$ cat config.mk
export PLATFORM = sky130hd
export DESIGN_NAME = hilo_mult_ctrl
export DESIGN_NICKNAME = d
export VERILOG_FILES = /design/src/rtl/mult_ctrl_pkg.sv /design/src/rtl/hilo_mult_ctrl.sv
export SDC_FILE = /design/constraint.sdc
export NUM_CORES = 1
export LEC_CHECK = 0
export CAP_MARGIN = 40
export CORE_ASPECT_RATIO = 2
export CORE_MARGIN = 8
export CORE_UTILIZATION = 44
export CTS_BUF_LIST = sky130_fd_sc_hd__clkbuf_16
export DETAILED_ROUTE_END_ITERATION = 8
export PLACE_DENSITY = 0.87
export SETUP_SLACK_MARGIN = 0.3
export SYNTH_ARGS = -nofsm -noshare
export SYNTH_HDL_FRONTEND = slang
export SYNTH_SLANG_ARGS = --single-unit
$ cat constraint.sdc
create_clock -name clock -period 7.9 [get_ports clock]
set_input_delay 1.185 -clock clock [delete_from_list [all_inputs] [get_ports clock]]
set_output_delay 1.185 -clock clock [all_outputs]
set_load 0.03 [all_outputs]
$ cat src/rtl/mult_ctrl_pkg.sv
// Shared types for the HI/LO multiply sequencer: request op-codes, sequencer
// states and the state encoding reported by the iterative multiplier core.
package mult_ctrl_pkg;

    typedef enum logic [2:0] {
        OP_NOP  = 3'd0,
        OP_MULT = 3'd1,
        OP_MTHI = 3'd2,
        OP_MTLO = 3'd3,
        OP_MFHI = 3'd4,
        OP_MFLO = 3'd5
    } op_e;

    typedef enum logic [2:0] {
        ST_IDLE,
        ST_CLEAR,
        ST_LAUNCH,
        ST_WAIT,
        ST_CAPTURE
    } state_e;

    localparam logic [1:0] MUL_START = 2'd0;
    localparam logic [1:0] MUL_TEST  = 2'd1;
    localparam logic [1:0] MUL_DONE  = 2'd2;

endpackage

$ cat src/rtl/hilo_mult_ctrl.sv
// Sequencer between the CPU control unit and the iterative signed multiplier
// core. Owns the architectural HI/LO registers, launches the core for MULT,
// captures its product, and stalls the requester while a multiply is in flight.
// The enclosing level ORs mul_clear with reset to form the core's reset.
module hilo_mult_ctrl
    import mult_ctrl_pkg::*;
#(
    parameter int WIDTH   = 32,
    parameter int TIMEOUT = 40
) (
    input  logic             clock,
    input  logic             reset,
    input  logic             op_valid,
    input  logic [2:0]       op_code,
    input  logic [WIDTH-1:0] rs_val,
    input  logic [WIDTH-1:0] rt_val,
    output logic             op_ready,
    output logic             stall,
    output logic [WIDTH-1:0] rd_data,
    output logic             rd_valid,
    output logic [WIDTH-1:0] hi,
    output logic [WIDTH-1:0] lo,
    output logic             error,
    output logic             mul_clear,
    output logic             mul_enable,
    output logic [WIDTH-1:0] mul_a,
    output logic [WIDTH-1:0] mul_b,
    input  logic [1:0]       mul_state,
    input  logic [WIDTH-1:0] mul_hi,
    input  logic [WIDTH-1:0] mul_lo
);

    // Sized so the timer can reach TIMEOUT; the abort at TIMEOUT means it never wraps.
    localparam int TW = $clog2(TIMEOUT + 1);

    state_e           state_q, state_d;
    logic [WIDTH-1:0] hi_q, hi_d;
    logic [WIDTH-1:0] lo_q, lo_d;
    logic [WIDTH-1:0] rd_data_q, rd_data_d;
    logic [WIDTH-1:0] mul_a_q, mul_a_d;
    logic [WIDTH-1:0] mul_b_q, mul_b_d;
    logic [TW-1:0]    timer_q, timer_d;
    logic             rd_valid_q, rd_valid_d;
    logic             error_q, error_d;
    logic             mul_clear_q, mul_clear_d;
    logic             mul_enable_q, mul_enable_d;

    // Next-state and next-output logic for the IDLE/CLEAR/LAUNCH/WAIT/CAPTURE sequence.
    always_comb begin
        // NOTE: every variable gets a default before the case so no path leaves one unassigned (no latch).
        state_d      = state_q;
        hi_d         = hi_q;
        lo_d         = lo_q;
        rd_data_d    = rd_data_q;
        mul_a_d      = mul_a_q;
        mul_b_d      = mul_b_q;
        timer_d      = timer_q;
        error_d      = error_q;
        rd_valid_d   = 1'b0;
        mul_clear_d  = 1'b0;
        mul_enable_d = 1'b0;

        case (state_q)
            ST_IDLE: begin
                if (op_valid) begin
                    case (op_e'(op_code))
                        OP_MULT: begin
                            mul_a_d     = rs_val;
                            mul_b_d     = rt_val;
                            error_d     = 1'b0;
                            mul_clear_d = 1'b1;
                            state_d     = ST_CLEAR;
                        end
                        OP_MTHI: hi_d = rs_val;
                        OP_MTLO: lo_d = rs_val;
                        OP_MFHI: begin
                            rd_data_d  = hi_q;
                            rd_valid_d = 1'b1;
                        end
                        OP_MFLO: begin
                            rd_data_d  = lo_q;
                            rd_valid_d = 1'b1;
                        end
                        default: ;  // NOP and the unused codes 6/7 do nothing
                    endcase
                end
            end
            ST_CLEAR: begin
                mul_enable_d = 1'b1;
                state_d      = ST_LAUNCH;
            end
            ST_LAUNCH: begin
                timer_d      = '0;
                mul_enable_d = 1'b1;
                state_d      = ST_WAIT;
            end
            ST_WAIT: begin
                // The timeout wins over a simultaneous DONE so a late core can never extend the wait.
                if (timer_q == TW'(TIMEOUT)) begin
                    error_d = 1'b1;
                    state_d = ST_IDLE;
                end else begin
                    timer_d = timer_q + TW'(1);
                    if (mul_state == MUL_DONE) begin
                        state_d = ST_CAPTURE;
                    end else begin
                        mul_enable_d = 1'b1;
                    end
                end
            end
            ST_CAPTURE: begin
                hi_d    = mul_hi;
                lo_d    = mul_lo;
                state_d = ST_IDLE;
            end
            default: state_d = ST_IDLE;
        endcase
    end

    // State and registered outputs; reset discards any in-flight multiply.
    always_ff @(posedge clock or posedge reset) begin
        if (reset) begin
            state_q      <= ST_IDLE;
            hi_q         <= '0;
            lo_q         <= '0;
            rd_data_q    <= '0;
            mul_a_q      <= '0;
            mul_b_q      <= '0;
            timer_q      <= '0;
            rd_valid_q   <= 1'b0;
            error_q      <= 1'b0;
            mul_clear_q  <= 1'b0;
            mul_enable_q <= 1'b0;
        end else begin
            // NOTE: non-blocking assignments so every flop samples the pre-edge values.
            state_q      <= state_d;
            hi_q         <= hi_d;
            lo_q         <= lo_d;
            rd_data_q    <= rd_data_d;
            mul_a_q      <= mul_a_d;
            mul_b_q      <= mul_b_d;
            timer_q      <= timer_d;
            rd_valid_q   <= rd_valid_d;
            error_q      <= error_d;
            mul_clear_q  <= mul_clear_d;
            mul_enable_q <= mul_enable_d;
        end
    end

    assign op_ready   = (state_q == ST_IDLE);
    assign stall      = op_valid & ~op_ready;
    assign rd_data    = rd_data_q;
    assign rd_valid   = rd_valid_q;
    assign hi         = hi_q;
    assign lo         = lo_q;
    assign error      = error_q;
    assign mul_clear  = mul_clear_q;
    assign mul_enable = mul_enable_q;
    assign mul_a      = mul_a_q;
    assign mul_b      = mul_b_q;

endmodule
==> metrics <==
status=completed; layout cells sized above 1=0.131; final setup TNS=0 ns; most frequent cells in the layout=301 x clkdlybuf4s50_1, 173 x dfrtp_1, 79 x mux2_2; critical path cell sequence=clkdlybuf4s50_1 > nor2b_1 > clkdlybuf4s50_1; r2r worst-path depth=4; Port Buffers=301; critical path class=primary input to output port; vias post-DR=6,885; total grt overflow=0; syn nets=816; Final GP Congestion=0.851; first-pass GRT wire length=41,000 microns; CP bufs+invs=2; cell family with most CP delay=buffers and inverters; slowest stage cell, crit path=clkdlybuf4s50_1; WP depth=3; Antenna Diode Count=0; power density over the cells=432 nW/um^2; die area=22,400 sq um; Worst Setup Start Kind=primary input; Critical Path RT=6.71 ns; largest net degree at the start of global routing=84; post-synthesis xor/xnor area fraction=0; mux cell area share after synthesis=0.189; CP endpoint kind=output port; NetSw=2.05 mW; maximum VDD drop=0.000243 V; drc violations=0; internal power=2.91 mW; Detailed Route WL=27,200 microns; RSZ-0062 raised after global routing=no; Final #Nets=1,090; Post-Synth Adder-Cell Area=0.00323; slew margin rel.=0.433; Max H-tree Level=4; CP Launch Point=op_valid; Initial Utilization=0.449; sw frac=0.413; Die Ht=204 microns; hold_ws=0.491 ns; Root Buffer=clkbuf_16; Max clock buf depth=2; fmax=267 MHz; max-slew violations=0; Leakage Power=4.84 nW; vias in the first global route=7,261; Synth Cell Area=7750 sq um; Rows=68; Post-CTS Setup Inserts=0; Clk network pwr share=0.177; clock-pin slew on the worst setup and hold paths=0.06 ns; clk_lat worst skew=0.43 ns; Final Hold Viols=0; number of gates resized after cts=0; Yosys reg bits=173; TritonCTS clock tree=yes; Routed Antenna Nets=0; Synth Area in Compound Gates=0.108; Post-Synth Simple-Gate Area=0.101; Fill cells=1,288; number of buffers created by CTS=17; CTS sink cnt=173; Via density=5.86; crit share post-route=0.475; maxcap violations=0; CTS hold repair buffers=0; Die Span X=110 microns; routed length per placed instance=23.2 microns; register area share after synthesis=0.559; Syn Inst Count=678; R2R Setup Slk=5.47 ns; total I/O pin count=302; CP dominant cell by count=clkdlybuf4s50_1; largest family of logic cells by synthesized area=multiplexers; GRT Total Usage=0.240; Hold/Removal Path Class=flop to flop; max incr delay on CP=0.68 ns; CP Max Fanout=6; Tmin final=3.75 ns; core area=17,300 sq um; most common cell after layout, fill and taps aside=clkdlybuf4s50_1; combinational power share=0.500; P&R area growth vs syn=48.1%; Yosys Warn Count=0; Reg power frac=0.323; worst r2r dst=lo[14]; first-pass detailed-route iteration total=5; worst-margin pin slew=0.850 ns; HPWL after DPL=19,100 microns; Avg Inst Size Synth=11.4 sq um; DRT iter0 DRCs=440; R2R Path Start=state_q[0]; Final Setup Violations=0; initial antenna violation count=0; Critical path destination=stall; WP data arrival=2.56 ns; library cells used by synthesis=38; Final Skew=0.0104 ns
-- kinds of logic (layout without fill, tap and decap cells) --
group,after synthesis,in the layout
AO/OA/AOI/OAI,144,144
adder cells (fa/ha/maj),2,2
buffers and inverters,67,354
flip-flops,173,173
AND/OR/NAND/NOR,162,162
multiplexers,130,130
-- worst min path at each step --
stage                     startpoint  cells after the start         end  slack [ns]
final                      mul_a[26]                      1   mul_a[26]        0.49
after global routing       mul_b[29]                      1   mul_b[29]        0.51
after CTS                   mul_a[5]                      1    mul_a[5]        0.49
after detailed placement    mul_a[5]                      1    mul_a[5]        0.48
after global placement      mul_a[5]                      1    mul_a[5]        0.47
after floorplan           timer_q[5]                      2  timer_q[5]        0.50
-- sequential cells by signal, summed over array words and instances (netlist names) --
signal      cells
hi             32
lo             32
mul_a          32
mul_b          32
rd_data        32
timer_q         6
state_q         3
error           1
mul_clear       1
mul_enable      1
rd_valid        1
-- stage by stage --
step | power (mW) | worst slack (ns) | utilization | cell area, sq um | cells
2_1_floorplan | 2.92 | 2.03 | - | 7750 | 678
3_3_place_gp | 4.02 | 4.16 | 0.628 | 10800 | 1142
3_5_place_dp | 4.10 | 4.17 | 0.630 | 10900 | 1143
4_1_cts | 4.99 | 4.16 | 0.665 | 11500 | 1175
5_1_grt | 5.17 | 4.10 | 0.665 | 11500 | 1175
6_report | 4.96 | 4.15 | 0.665 | 11500 | 1175
-- Yosys cell counts (all sizes together) --
| master | number | area (sq um) |
|---|---|---|
| nand3 | 67 | 335 |
| mux2i | 2 | 20.0 |
| nor3b | 4 | 30.0 |
| and3b | 1 | 8.76 |
| a31oi | 66 | 413 |
| mux2 | 128 | 1440 |
| o31ai | 2 | 15.0 |
| a221oi | 1 | 8.76 |
| o22ai | 1 | 6.26 |
| clkbuf | 27 | 101 |
| ha | 2 | 25.0 |
| buf | 32 | 186 |
| o2bb2ai | 1 | 8.76 |
| nand3b | 3 | 22.5 |
| nor3 | 1 | 10.0 |
| or3b | 3 | 26.3 |
| nand2 | 7 | 26.3 |
| nand2b | 2 | 12.5 |
| o211ai | 1 | 7.51 |
| nor4 | 2 | 12.5 |
| o2bb2a | 1 | 10.0 |
| nor2 | 64 | 240 |
| o21bai | 1 | 7.51 |
| o311ai | 1 | 8.76 |
| or3 | 1 | 6.26 |
| nand4b | 1 | 8.76 |
| nor2b | 3 | 18.8 |
| or4 | 2 | 15.0 |
| and4b | 1 | 10.0 |
| o41ai | 1 | 8.76 |
| o21ai | 68 | 340 |
| dfrtp | 173 | 4330 |
| inv | 8 | 30.0 |
-- metal layers --
metal,GRT usage,up-vias,part of all wire
li1,-,2995,-
met3,0.0560,82,0.075
met2,0.423,378,0.54
met5,0,-,0
met1,0.245,3430,0.34
met4,0.145,0,0.047
-- power by group through the flow --
stage / registers [mW] / clock network [mW] / logic, mW
finish: 1.60 / 0.877 / 2.48
global route: 1.66 / 0.921 / 2.59
CTS: 1.60 / 0.888 / 2.51
detailed placement: 1.61 / 0 / 2.49
global placement: 1.58 / 0 / 2.44
floorplan: 2.35 / 0 / 0.564
-- final cells by class --
type | instances | area (sq um) | share of cell area
Sequential cell | 173 | 4330 | 0.377
Timing Repair Buffer | 314 | 3130 | 0.273
Multi-Input combinational cell | 438 | 3120 | 0.272
Clock buffer | 17 | 425 | 0.0370
Tap cell | 210 | 263 | 0.0229
Clock inverter | 15 | 181 | 0.0158
Inverter | 8 | 35.0 | 0.00305
Power figures use the tool's default switching activity.
